### src/rtl/cla_serial_ctrl.sv
// ---------------------------------------------------------------------------
// cla_serial_ctrl
//
// Performs a WIDTH-bit addition by stepping one shared 4-bit carry-lookahead
// adder slice across the operands, least-significant nibble first. A
// registered carry links consecutive nibbles, so a WIDTH-bit add takes
// WIDTH/4 RUN cycles plus one DONE cycle.
//
// Optional feature macro: CLA_SUB_EN
//   defined   : adds the 'sub' input and 'ovf' output; sub=1 computes a-b
//               by inverting each B nibble and forcing the initial carry to 1.
//   undefined : pure addition a + b + cin.
//
// Ports
//   clk    in   1      rising-edge clock
//   rst_n  in   1      asynchronous active-low reset
//   start  in   1      operation request, honoured only while idle
//   a      in   WIDTH  operand A, captured when start is accepted
//   b      in   WIDTH  operand B, captured when start is accepted
//   cin    in   1      carry-in to nibble 0, captured when start is accepted
//   sub    in   1      subtract request (CLA_SUB_EN only)
//   busy   out  1      high while an operation is in RUN or DONE
//   done   out  1      one-cycle pulse, result valid
//   sum    out  WIDTH  result register
//   cout   out  1      carry out of the top nibble
//   ovf    out  1      signed overflow (CLA_SUB_EN only)
// ---------------------------------------------------------------------------
module cla_serial_ctrl #(
    parameter int WIDTH = 16
) (
    input  logic             clk,
    input  logic             rst_n,
    input  logic             start,
    input  logic [WIDTH-1:0] a,
    input  logic [WIDTH-1:0] b,
    input  logic             cin,
`ifdef CLA_SUB_EN
    input  logic             sub,
`endif
    output logic             busy,
    output logic             done,
    output logic [WIDTH-1:0] sum,
    output logic             cout
`ifdef CLA_SUB_EN
    ,
    output logic             ovf
`endif
);

    localparam int NIB  = WIDTH / 4;
    localparam int IDXW = (NIB > 1) ? $clog2(NIB) : 1;
    localparam int SHW  = IDXW + 2;

    // Reject unusable widths at elaboration time.
    generate
        if ((WIDTH % 4 != 0) || (WIDTH < 4)) begin : g_bad_width
            $error("cla_serial_ctrl: WIDTH must be a multiple of 4 and >= 4");
        end
    endgenerate

    typedef enum logic [1:0] {
        ST_IDLE = 2'd0,
        ST_RUN  = 2'd1,
        ST_DONE = 2'd2
    } state_t;

    // 4-bit carry-lookahead slice: returns {carry_out, sum[3:0]}.
    function automatic logic [4:0] cla4(input logic [3:0] x,
                                        input logic [3:0] y,
                                        input logic       c0);
        logic [3:0] g;
        logic [3:0] p;
        logic [4:0] c;
        g    = x & y;
        p    = x ^ y;
        c[0] = c0;
        c[1] = g[0] | (p[0] & c[0]);
        c[2] = g[1] | (p[1] & g[0]) | (p[1] & p[0] & c[0]);
        c[3] = g[2] | (p[2] & g[1]) | (p[2] & p[1] & g[0])
             | (p[2] & p[1] & p[0] & c[0]);
        c[4] = g[3] | (p[3] & g[2]) | (p[3] & p[2] & g[1])
             | (p[3] & p[2] & p[1] & g[0])
             | (p[3] & p[2] & p[1] & p[0] & c[0]);
        return {c[4], p ^ c[3:0]};
    endfunction

    state_t            state_r;
    logic [WIDTH-1:0]  a_r;
    logic [WIDTH-1:0]  b_r;
    logic              sub_r;
    logic              carry_r;
    logic [IDXW-1:0]   idx_r;
    logic [WIDTH-1:0]  sum_r;
    logic              cout_r;
    logic              busy_r;
    logic              done_r;
`ifdef CLA_SUB_EN
    logic              ovf_r;
`endif

    logic              sub_s;
    logic [SHW-1:0]    sh_s;
    logic [3:0]        a_nib_s;
    logic [3:0]        b_nib_s;
    logic [4:0]        cla_s;
    logic [WIDTH-1:0]  sum_next_s;
    logic              last_s;
`ifdef CLA_SUB_EN
    logic              ovf_s;
`endif

`ifdef CLA_SUB_EN
    assign sub_s = sub;
`else
    assign sub_s = 1'b0;
`endif

    // Nibble selection, CLA evaluation and merge of the new nibble into sum.
    always_comb begin
        sh_s       = {idx_r, 2'b00};
        a_nib_s    = 4'(a_r >> sh_s);
        // Subtraction inverts B one nibble at a time, right at the adder input.
        b_nib_s    = sub_r ? ~(4'(b_r >> sh_s)) : 4'(b_r >> sh_s);
        cla_s      = cla4(a_nib_s, b_nib_s, carry_r);
        sum_next_s = (sum_r & ~(WIDTH'(4'hF) << sh_s))
                   | (WIDTH'(cla_s[3:0]) << sh_s);
        last_s     = (idx_r == IDXW'(NIB - 1));
`ifdef CLA_SUB_EN
        // Only meaningful on the top nibble, where cla_s[3] is sum[WIDTH-1].
        ovf_s      = (a_r[WIDTH-1] == (sub_r ? ~b_r[WIDTH-1] : b_r[WIDTH-1]))
                   && (cla_s[3] != a_r[WIDTH-1]);
`endif
    end

    // Sequencer FSM with all datapath and output registers.
    always_ff @(posedge clk or negedge rst_n) begin
        if (!rst_n) begin
            state_r <= ST_IDLE;
            a_r     <= {WIDTH{1'b0}};
            b_r     <= {WIDTH{1'b0}};
            sub_r   <= 1'b0;
            carry_r <= 1'b0;
            idx_r   <= {IDXW{1'b0}};
            sum_r   <= {WIDTH{1'b0}};
            cout_r  <= 1'b0;
            busy_r  <= 1'b0;
            done_r  <= 1'b0;
`ifdef CLA_SUB_EN
            ovf_r   <= 1'b0;
`endif
        end else begin
            case (state_r)
                ST_IDLE: begin
                    done_r <= 1'b0;
                    if (start) begin
                        a_r     <= a;
                        b_r     <= b;
                        sub_r   <= sub_s;
                        // Subtract forces the initial carry (two's complement +1).
                        carry_r <= sub_s | cin;
                        idx_r   <= {IDXW{1'b0}};
                        sum_r   <= {WIDTH{1'b0}};
                        cout_r  <= 1'b0;
`ifdef CLA_SUB_EN
                        ovf_r   <= 1'b0;
`endif
                        busy_r  <= 1'b1;
                        state_r <= ST_RUN;
                    end
                end
                ST_RUN: begin
                    sum_r   <= sum_next_s;
                    carry_r <= cla_s[4];
                    if (last_s) begin
                        idx_r   <= {IDXW{1'b0}};
                        cout_r  <= cla_s[4];
`ifdef CLA_SUB_EN
                        ovf_r   <= ovf_s;
`endif
                        done_r  <= 1'b1;
                        state_r <= ST_DONE;
                    end else begin
                        idx_r   <= idx_r + IDXW'(1);
                    end
                end
                ST_DONE: begin
                    // start is deliberately ignored here; no queuing.
                    done_r  <= 1'b0;
                    busy_r  <= 1'b0;
                    state_r <= ST_IDLE;
                end
                default: begin
                    done_r  <= 1'b0;
                    busy_r  <= 1'b0;
                    state_r <= ST_IDLE;
                end
            endcase
        end
    end

    assign busy = busy_r;
    assign done = done_r;
    assign sum  = sum_r;
    assign cout = cout_r;
`ifdef CLA_SUB_EN
    assign ovf  = ovf_r;
`endif

endmodule
### config.mk
export PLATFORM = sky130hd
export DESIGN_NAME = cla_serial_ctrl
export DESIGN_NICKNAME = d
export VERILOG_FILES = /design/src/rtl/cla_serial_ctrl.sv
export SDC_FILE = /design/constraint.sdc
export NUM_CORES = 1
export LEC_CHECK = 0
export CAP_MARGIN = 20
export CORE_ASPECT_RATIO = 1.1
export CORE_MARGIN = 2
export CORE_UTILIZATION = 50
export DETAILED_ROUTE_END_ITERATION = 10
export MAX_ROUTING_LAYER = met4
export PLACE_DENSITY = 0.79
export SLEW_MARGIN = 30
export SYNTH_ARGS = -nofsm -noshare
export SYNTH_HDL_FRONTEND = slang
export SYNTH_SLANG_ARGS = --single-unit
### constraint.sdc
create_clock -name clk -period 2.7 [get_ports clk]
set_input_delay 0.675 -clock clk [delete_from_list [all_inputs] [get_ports clk]]
set_output_delay 0.675 -clock clk [all_outputs]
set_load 0.005 [all_outputs]
==> impl_metrics.py, run 1 <==
metrics = {
    "status": {
        "outcome": "finished clean",
    },
    "critical_path": {
        "critPathCaptureType": "register",
        "crit_arrival_ns": 2.57,
        "worstPathMaxFanout": 14,
        "cp-start-kind": "register",
        "criticalPathCategory": "reg2reg",
        "worstPathRequired_ns": 2.90,
    },
    "place": {
        "port_buffers": 54,
        "pre_cts_slack_ns": 0.3429,
        "hpwl_um": 3668,
        "gp_congestion": 0.8731,
    },
    "synth": {
        "synth.avg_cell_area_um2": 14.55,
        "postSynthCellCount": 176,
        "synth_flop_cell": "dfrtp_1",
        "synth_edf_count": 0,
        "syn_nets": 221,
        "ys_types": 36,
        "ys_seq_elements": 56,
        "synth.yosys.seq_area_share_pct": 54.74,
        "syn_area_mm2": 0.002560,
        "synth_warnings": 0,
        "async_flop_share_pct": 100.0,
    },
    "floorplanning": {
        "start_util_pct": 51.55,
        "core_area_mm2": 0.004966,
        "chipHeight_um": 79.05,
        "die_area_mm2": 0.005709,
        "ios": 55,
        "die_width_um": 72.23,
        "num_rows": 27,
    },
    "global_route": {
        "grt_max_degree": 33,
        "grt_pass1_vias": 1750,
        "gr-usage-all-layers_pct": 19.46,
        "antenna_found_initial": 0,
        "grt_pass1_wl_um": 8280,
        "grt-ovfl-total": 0,
    },
    "cts": {
        "cts_tree": "yes",
        "htree_levels": 2,
        "cts_setup_buffers": 0,
        "hold_buffers": 0,
        "clock_path_buffers": 2,
        "clock_latency_ns": 0.31,
        "numClockSinks": 56,
        "path_clk_slew_ns": 0.09,
        "post_cts_resized": 0,
        "cts_root_buf": "clkbuf_8",
        "cts_made_buffers": 5,
    },
    "power_and_ir_drop": {
        "peakVddDrop_v": 0.0005986,
        "power_density_mw_per_mm2": 1311,
        "power_w": 0.004268,
        "leakagePower_nw": 1.387,
    },
    "final_layout": {
        "diodes": 0,
        "final_nets": 279,
        "drive_gt1_share_pct": 23.18,
        "fill_cells": 383,
        "multi_input_area_mm2": 0.001084,
        "fin_util_pct": 65.58,
        "seqCellArea_mm2": 0.001401,
        "areaGrowthSynthToFinish_pct": 27.22,
    },
    "drt": {
        "drt_pass1_iterations": 4,
        "dr_total_vias": 1651,
        "viasPerCell": 5.674,
        "wl_per_cell_um": 16.70,
        "drtIter0Drc": 105,
        "drt_wl_total_um": 4860,
        "drtAntennaViolNets": 0,
        "drc": 0,
    },
    "timing": {
        "worstMarginPinSlew_ns": 0.6228,
        "whs_ns": 0.3750,
        "hold_violations": 0,
        "finalSetupViolCount": 0,
        "finalSetupTns_ns": 0,
        "max_freq_ghz": 0.4213,
        "fin_ws_ns": 0.3264,
        "rsz0062_at_grt": "false",
        "min_period_over_period_pct": 87.91,
        "period_needed_ns": 2.374,
        "clock_skew_ns": 0.002142,
        "slew_headroom_pct": 58.48,
        "maxSlewViolCount": 0,
    },
    "job": {
        "maxCapViolations": 0,
    },
    "hold_path": {
        "min_path_type": "in2async",
    },
}
path summary, 6_finish.rpt:
| kind | startpoint | end | slack, ns | cells past startpoint |
|---|---|---|---|---|
| max | idx_r[1] | sum[15] | 0.33 | 6 |
| min | rst_n | done | 0.37 | 1 |
| min reg2reg | done | done | 0.50 | 2 |
| max in group asynchronous | rst_n | a_r[10] | 1.68 | 2 |
| max reg2reg | idx_r[1] | sum[15] | 0.33 | 6 |
| min in group clk | done | done | 0.50 | 2 |
logic make-up after synthesis:
family / after synthesis / share of synthesized area, %
flops: 56 / 54.74
mux: 40 / 21.11
compound gates: 35 / 10.95
simple gates: 21 / 4.546
buf+inv: 12 / 2.932
fa+ha+maj: 9 / 4.692
xor+xnor: 3 / 1.027
cell usage after synthesis, types with 2 or more instances:
cell type,n,area (um2)
mux4_2,8,180.2
ha_1,8,100.1
nor3_1,4,20.02
buf_2,3,15.01
a21o_1,4,30.03
o21ai_0,2,10.01
a22o_1,17,148.9
mux2_2,31,349.1
nand2_1,7,26.28
o22ai_1,2,12.51
nor2_1,2,7.510
nand2b_1,2,12.51
buf_6,3,33.78
inv_1,4,15.01
a21oi_1,2,10.01
xnor2_1,2,17.52
dfrtp_1,56,1401
report_power, final:
part | internal (W) | switching [W]
clock network | 0.000266 | 0.000250
logic | 0.00122 | 0.00105
registers | 0.00123 | 0.000257
placed cells by master, fill, tap and decap left out, types with 2 or more instances in the layout:
master / instances
dfrtp_1: 56
clkdlybuf4s50_1: 53
mux2_2: 31
a22o_1: 17
mux4_2: 8
ha_1: 8
nand2_1: 7
clkbuf_8: 5
inv_1: 4
a21o_1: 4
nor3_1: 4
buf_4: 4
nand2b_1: 2
xnor2_1: 2
a21oi_1: 2
o21ai_0: 2
o22ai_1: 2
nor2_1: 2
area by class of cell:
class | count | share of cell area, %
tap | 58 | 2.228
sequential | 56 | 43.03
clock inverter | 1 | 0.9220
inverter | 4 | 0.4610
timing repair buffer | 59 | 17.98
clock buffer | 5 | 2.113
multi-input combinational | 108 | 33.27
routing by layer:
| metal | part of all wire [%] | GRT usage [%] |
|---|---|---|
| met3 | 4.6 | 3.807 |
| met5 | 0 | - |
| met2 | 48 | 30.64 |
| met1 | 46 | 25.54 |
| met4 | 1.9 | 6.415 |
critical path, stage by stage, from the launching register on:
cell	delay, ns
dfrtp_1	0.67
mux4_2	0.43
ha_1	0.31
a211o_1	0.31
a21oi_4	0.17
xnor2_1	0.15
a22o_1	0.23
per-stage QoR:
step | cell area [um2] | cells
5_1_grt | 3257 | 291
4_1_cts | 3257 | 291
3_3_place_gp | 3158 | 285
6_report | 3257 | 291
2_1_floorplan | 2560 | 176
3_5_place_dp | 3158 | 285
sequential cells by signal, indices dropped and copies added (netlist names):
register / cells
cout: 1
busy: 1
idx_r: 2
sum: 16
state_r: 2
b_r: 16
a_r: 16
carry_r: 1
done: 1
No activity file was read; power rests on OpenSTA's default activity.
==> run 2, diff against run 1 <==
--- a/config.mk
+++ b/config.mk
@@ -12,6 +12,7 @@
 export DETAILED_ROUTE_END_ITERATION = 10
 export MAX_ROUTING_LAYER = met4
 export PLACE_DENSITY = 0.79
+export SETUP_SLACK_MARGIN = 0.15
 export SLEW_MARGIN = 30
 export SYNTH_ARGS = -nofsm -noshare
 export SYNTH_HDL_FRONTEND = slang
==> constraint.sdc (replaced) <==
create_clock -name clk -period 2.85 [get_ports clk]
set_input_delay 0.7125 -clock clk [delete_from_list [all_inputs] [get_ports clk]]
set_output_delay 0.7125 -clock clk [all_outputs]
set_load 0.005 [all_outputs]
==> impl_metrics.py, run 2 (same netlist as run 1, synthesis figures left out) <==
metrics = {
    "drt": {
        "drc": 0,
        "wl_met3_um": 238,
        "dr_total_vias": 1630,
        "met2_length_um": 2330,
        "drt_wl_total_um": 4727,
        "viasPerCell": 5.582,
        "maxUsedRoutingLayer": "met4",
        "drtIter0Drc": 128,
        "wl_per_cell_um": 16.19,
        "drtAntennaViolNets": 0,
        "met1_length_um": 2125,
        "drt_pass1_iterations": 4,
    },
    "floorplanning": {
        "num_rows": 27,
        "chipHeight_um": 79.05,
        "core_area_mm2": 0.004966,
        "die_width_um": 72.23,
        "start_util_pct": 51.55,
        "ios": 55,
        "die_area_mm2": 0.005709,
    },
    "critical_path": {
        "crit_family": "compound AO/OA/AOI/OAI gates",
        "crit_arrival_ns": 2.71,
        "criticalPathCategory": "reg2reg",
        "setup.worst_path.end": "sum[11]",
        "cp_slowest_stage_delay_ns": 0.67,
        "cp.buffers_inverters": 0,
        "startpoint": "idx_r[0]",
        "cp_num_cells": 6,
        "rrSetupSlack_ns": 0.34,
        "critPathCaptureType": "register",
        "cp-start-kind": "register",
        "worstPathMaxFanout": 9,
        "crit_chain": "mux4_2, ha_1, a211o_1, a21oi_4, xnor2_1, a22o_1",
        "r2r_end": "sum[11]",
        "r2r_start": "idx_r[0]",
        "r2r.worst_path.cells": 6,
        "critPathSlowestCell": "dfrtp_1",
        "worstPathRequired_ns": 3.05,
    },
    "timing": {
        "hold_violations": 0,
        "maxSlewViolCount": 0,
        "period_needed_ns": 2.510,
        "finalSetupTns_ns": 0,
        "worstMarginPinSlew_ns": 0.5348,
        "finalSetupViolCount": 0,
        "slew_headroom_pct": 64.34,
        "rsz0062_at_grt": "false",
        "min_period_over_period_pct": 88.07,
        "whs_ns": 0.3267,
        "max_freq_ghz": 0.3984,
        "clock_skew_ns": 0.008321,
    },
    "final_layout": {
        "multi_input_area_mm2": 0.001084,
        "final_nets": 278,
        "areaGrowthSynthToFinish_pct": 26.88,
        "fill_cells": 374,
        "layout_commonest_cell": "dfrtp_1",
        "final_cell_mix": "dfrtp_1 (56), clkdlybuf4s50_1 (53), mux2_2 (31), a22o_1 (17)",
        "diodes": 0,
        "drive_gt1_share_pct": 23.50,
        "seqCellArea_mm2": 0.001401,
    },
    "power_and_ir_drop": {
        "power_density_mw_per_mm2": 1221,
        "peakVddDrop_v": 0.0006038,
        "leakagePower_nw": 1.375,
    },
    "global_route": {
        "gr-usage-all-layers_pct": 19.27,
        "antenna_found_initial": 0,
        "grt-ovfl-total": 0,
        "grt_max_degree": 33,
        "grt_pass1_wl_um": 8211,
        "grt_pass1_vias": 1687,
    },
    "cts": {
        "cts_root_buf": "clkbuf_8",
        "htree_levels": 2,
        "cts_setup_buffers": 0,
        "clock_latency_ns": 0.31,
        "hold_buffers": 0,
        "post_cts_resized": 0,
        "cts_tree": "yes",
        "numClockSinks": 56,
        "clock_path_buffers": 2,
        "path_clk_slew_ns": 0.10,
        "cts_made_buffers": 5,
    },
    "place": {
        "port_buffers": 54,
        "gp_congestion": 0.7959,
        "hpwl_um": 3616,
    },
    "status": {
        "outcome": "finished clean",
    },
    "job": {
        "maxCapViolations": 0,
    },
    "hold_path": {
        "min_path_type": "in2async",
    },
}
## run 2: changes by cell type in the layout (fill, tap and decap cells not counted), sizes merged
cell / before / now
clkinvlp: 0 / 2
buf: 6 / 5
bufinv: 1 / 0
clkbuf: 5 / 6
## run 2: where the power goes
group | internal, W | switching [W]
clock | 0.000197 | 0.000253
combinational | 0.00115 | 0.000929
sequential | 0.00117 | 0.000276
## run 2: worst min-delay path by stage
stage	slack, ns	from	cells past startpoint	to
global placement	0.48	done	2	done
floorplan	0.42	rst_n	0	a_r[0]
detailed placement	0.49	b_r[5]	1	b_r[5]
global route	0.36	rst_n	1	a_r[6]
finish	0.33	rst_n	1	busy
CTS	0.34	rst_n	1	busy
## run 2: through the flow
| stage | setup slack, ns | cells | total power (W) | cell area, um2 | utilization [%] |
|---|---|---|---|---|---|
| after CTS | 0.3053 | 292 | 0.004017 | 3248 | 65.41 |
| after global placement | 0.3560 | 284 | 0.003505 | 3151 | 63.44 |
| after detailed placement | 0.3217 | 284 | 0.003563 | 3151 | 63.44 |
| after floorplan | 0.4190 | 176 | 0.002932 | 2560 | - |
| final | 0.3399 | 292 | 0.003967 | 3248 | 65.41 |
| after global routing | 0.1553 | 292 | 0.004275 | 3248 | 65.41 |
## run 2: per-layer routing
layer  vias to the layer above  track usage (%)
met3                         4            3.553
li1                        762                -
met2                        52            29.45
met5                         -                -
met4                         0            5.472
met1                       812            26.63
## run 2: final cells by class
type                    instances  area share, %
flip-flops and latches         56          43.14
multi-input cells             108          33.36
repair buffers                 58          17.80
clock buffers                   6          2.542
well taps                      58          2.234
clock inverters                 2         0.4622
inverters                       4         0.4622
==> run 3, diff against run 2 <==
--- a/config.mk
+++ b/config.mk
@@ -7,8 +7,9 @@
 export LEC_CHECK = 0
 export CAP_MARGIN = 20
 export CORE_ASPECT_RATIO = 1.1
-export CORE_MARGIN = 2
+export CORE_MARGIN = 1.5
 export CORE_UTILIZATION = 50
+export CTS_CLUSTER_SIZE = 8
 export DETAILED_ROUTE_END_ITERATION = 10
 export MAX_ROUTING_LAYER = met4
 export PLACE_DENSITY = 0.79
==> impl_metrics.py, run 3 (same netlist as run 1, synthesis figures left out) <==
metrics = {
    "critical_path": {
        "worstPathMaxFanout": 9,
        "criticalPathCategory": "reg2reg",
        "worstPathRequired_ns": 3.06,
        "critPathSlowestCell": "dfrtp_1",
        "critPathCaptureType": "register",
        "crit_chain": "mux4_2, ha_1, a211o_1, a21oi_4, xnor2_1, a22o_1",
        "cp.buffers_inverters": 0,
        "crit_arrival_ns": 2.72,
        "cp_slowest_stage_delay_ns": 0.65,
        "cp-start-kind": "register",
        "rrSetupSlack_ns": 0.34,
        "crit_family": "compound AO/OA/AOI/OAI gates",
    },
    "cts": {
        "htree_levels": 2,
        "cts_tree": "yes",
        "clock_path_buffers": 2,
        "path_clk_slew_ns": 0.10,
        "hold_buffers": 0,
        "cts_root_buf": "clkbuf_8",
        "cts_made_buffers": 5,
        "numClockSinks": 56,
        "post_cts_resized": 0,
        "cts_setup_buffers": 0,
        "clock_latency_ns": 0.31,
    },
    "timing": {
        "rsz0062_at_grt": "false",
        "slew_headroom_pct": 65.04,
        "max_freq_ghz": 0.3980,
        "worstMarginPinSlew_ns": 0.5245,
        "period_needed_ns": 2.512,
        "min_period_over_period_pct": 88.16,
        "hold_violations": 0,
        "whs_ns": 0.3223,
        "clock_skew_ns": 0.009820,
        "finalSetupTns_ns": 0,
        "maxSlewViolCount": 0,
        "finalSetupViolCount": 0,
    },
    "drt": {
        "dr_total_vias": 1660,
        "wl_per_cell_um": 16.83,
        "drtIter0Drc": 92,
        "drt_wl_total_um": 4913,
        "drt_pass1_iterations": 4,
        "viasPerCell": 5.685,
        "drc": 0,
        "drtAntennaViolNets": 0,
    },
    "final_layout": {
        "final_cell_mix": "dfrtp_1 (56), clkdlybuf4s50_1 (53), mux2_2 (31), a22o_1 (17)",
        "areaGrowthSynthToFinish_pct": 26.74,
        "final_nets": 278,
        "drive_gt1_share_pct": 23.08,
        "layout_commonest_cell": "dfrtp_1",
        "diodes": 0,
    },
    "global_route": {
        "antenna_found_initial": 0,
        "grt_pass1_wl_um": 8300,
        "grt-ovfl-total": 0,
        "gr-usage-all-layers_pct": 19.92,
        "grt_pass1_vias": 1723,
        "grt_max_degree": 33,
    },
    "place": {
        "hpwl_um": 3698,
        "gp_congestion": 0.8155,
        "port_buffers": 54,
    },
    "floorplanning": {
        "ios": 55,
        "start_util_pct": 51.55,
        "chipHeight_um": 78.05,
        "die_width_um": 71.23,
        "core_area_mm2": 0.004966,
        "num_rows": 27,
        "die_area_mm2": 0.005559,
    },
    "power_and_ir_drop": {
        "peakVddDrop_v": 0.0006206,
        "power_density_mw_per_mm2": 1240,
        "leakagePower_nw": 1.376,
        "power_w": 0.004024,
    },
    "hold_path": {
        "min_path_type": "in2async",
    },
    "job": {
        "maxCapViolations": 0,
    },
    "status": {
        "outcome": "finished clean",
    },
}
run 3: cell count changes in the layout (fill, tap and decap cells not counted), sizes merged:
cell / change
clkbuf: +1
clkinvlp: -1
run 3: worst paths after layout:
kind / startpoint / end / cells after the start
min in group clk: a_r[6] / a_r[6] / 1
worst min register to register: a_r[6] / a_r[6] / 1
max in group asynchronous: rst_n / b_r[14] / 2
worst min-delay path: rst_n / busy / 1
worst max-delay path: idx_r[0] / sum[11] / 6
worst max register to register: idx_r[0] / sum[11] / 6
run 3: report_power, final:
part | switching, W | leakage (nW) | total [W] | internal (W)
registers | 0.000278 | 0.686 | 0.00144 | 0.00117
clock network | 0.000247 | 0.0445 | 0.000445 | 0.000198
logic | 0.000983 | 0.646 | 0.00213 | 0.00115
run 3: stage by stage:
step           instance area [um2]  setup WS [ns]  instances  util [%]
5_1_grt                       3244         0.1651        292     65.33
3_3_place_gp                  3151         0.3538        284     63.44
6_report                      3244         0.3375        292     65.33
2_1_floorplan                 2560         0.4190        176         -
3_5_place_dp                  3151         0.3158        284     63.44
4_1_cts                       3244         0.2955        292     65.33
run 3: final cells by class:
cell class,instances,area [um2]
Multi-Input combinational cell,108,1084
Clock inverter,1,7.507
Timing Repair Buffer,58,578.1
Tap cell,58,72.57
Fill cell,387,1722
Sequential cell,56,1401
Clock buffer,7,86.33
Inverter,4,15.01
run 3: metal layers:
| metal | up-vias | track usage [%] | share of wire [%] |
|---|---|---|---|
| li1 | 763 | - | - |
| met1 | 826 | 25.37 | 42 |
| met2 | 65 | 32.59 | 50 |
| met3 | 6 | 4.108 | 5.9 |
| met4 | 0 | 5.472 | 1.3 |
| met5 | - | - | 0 |
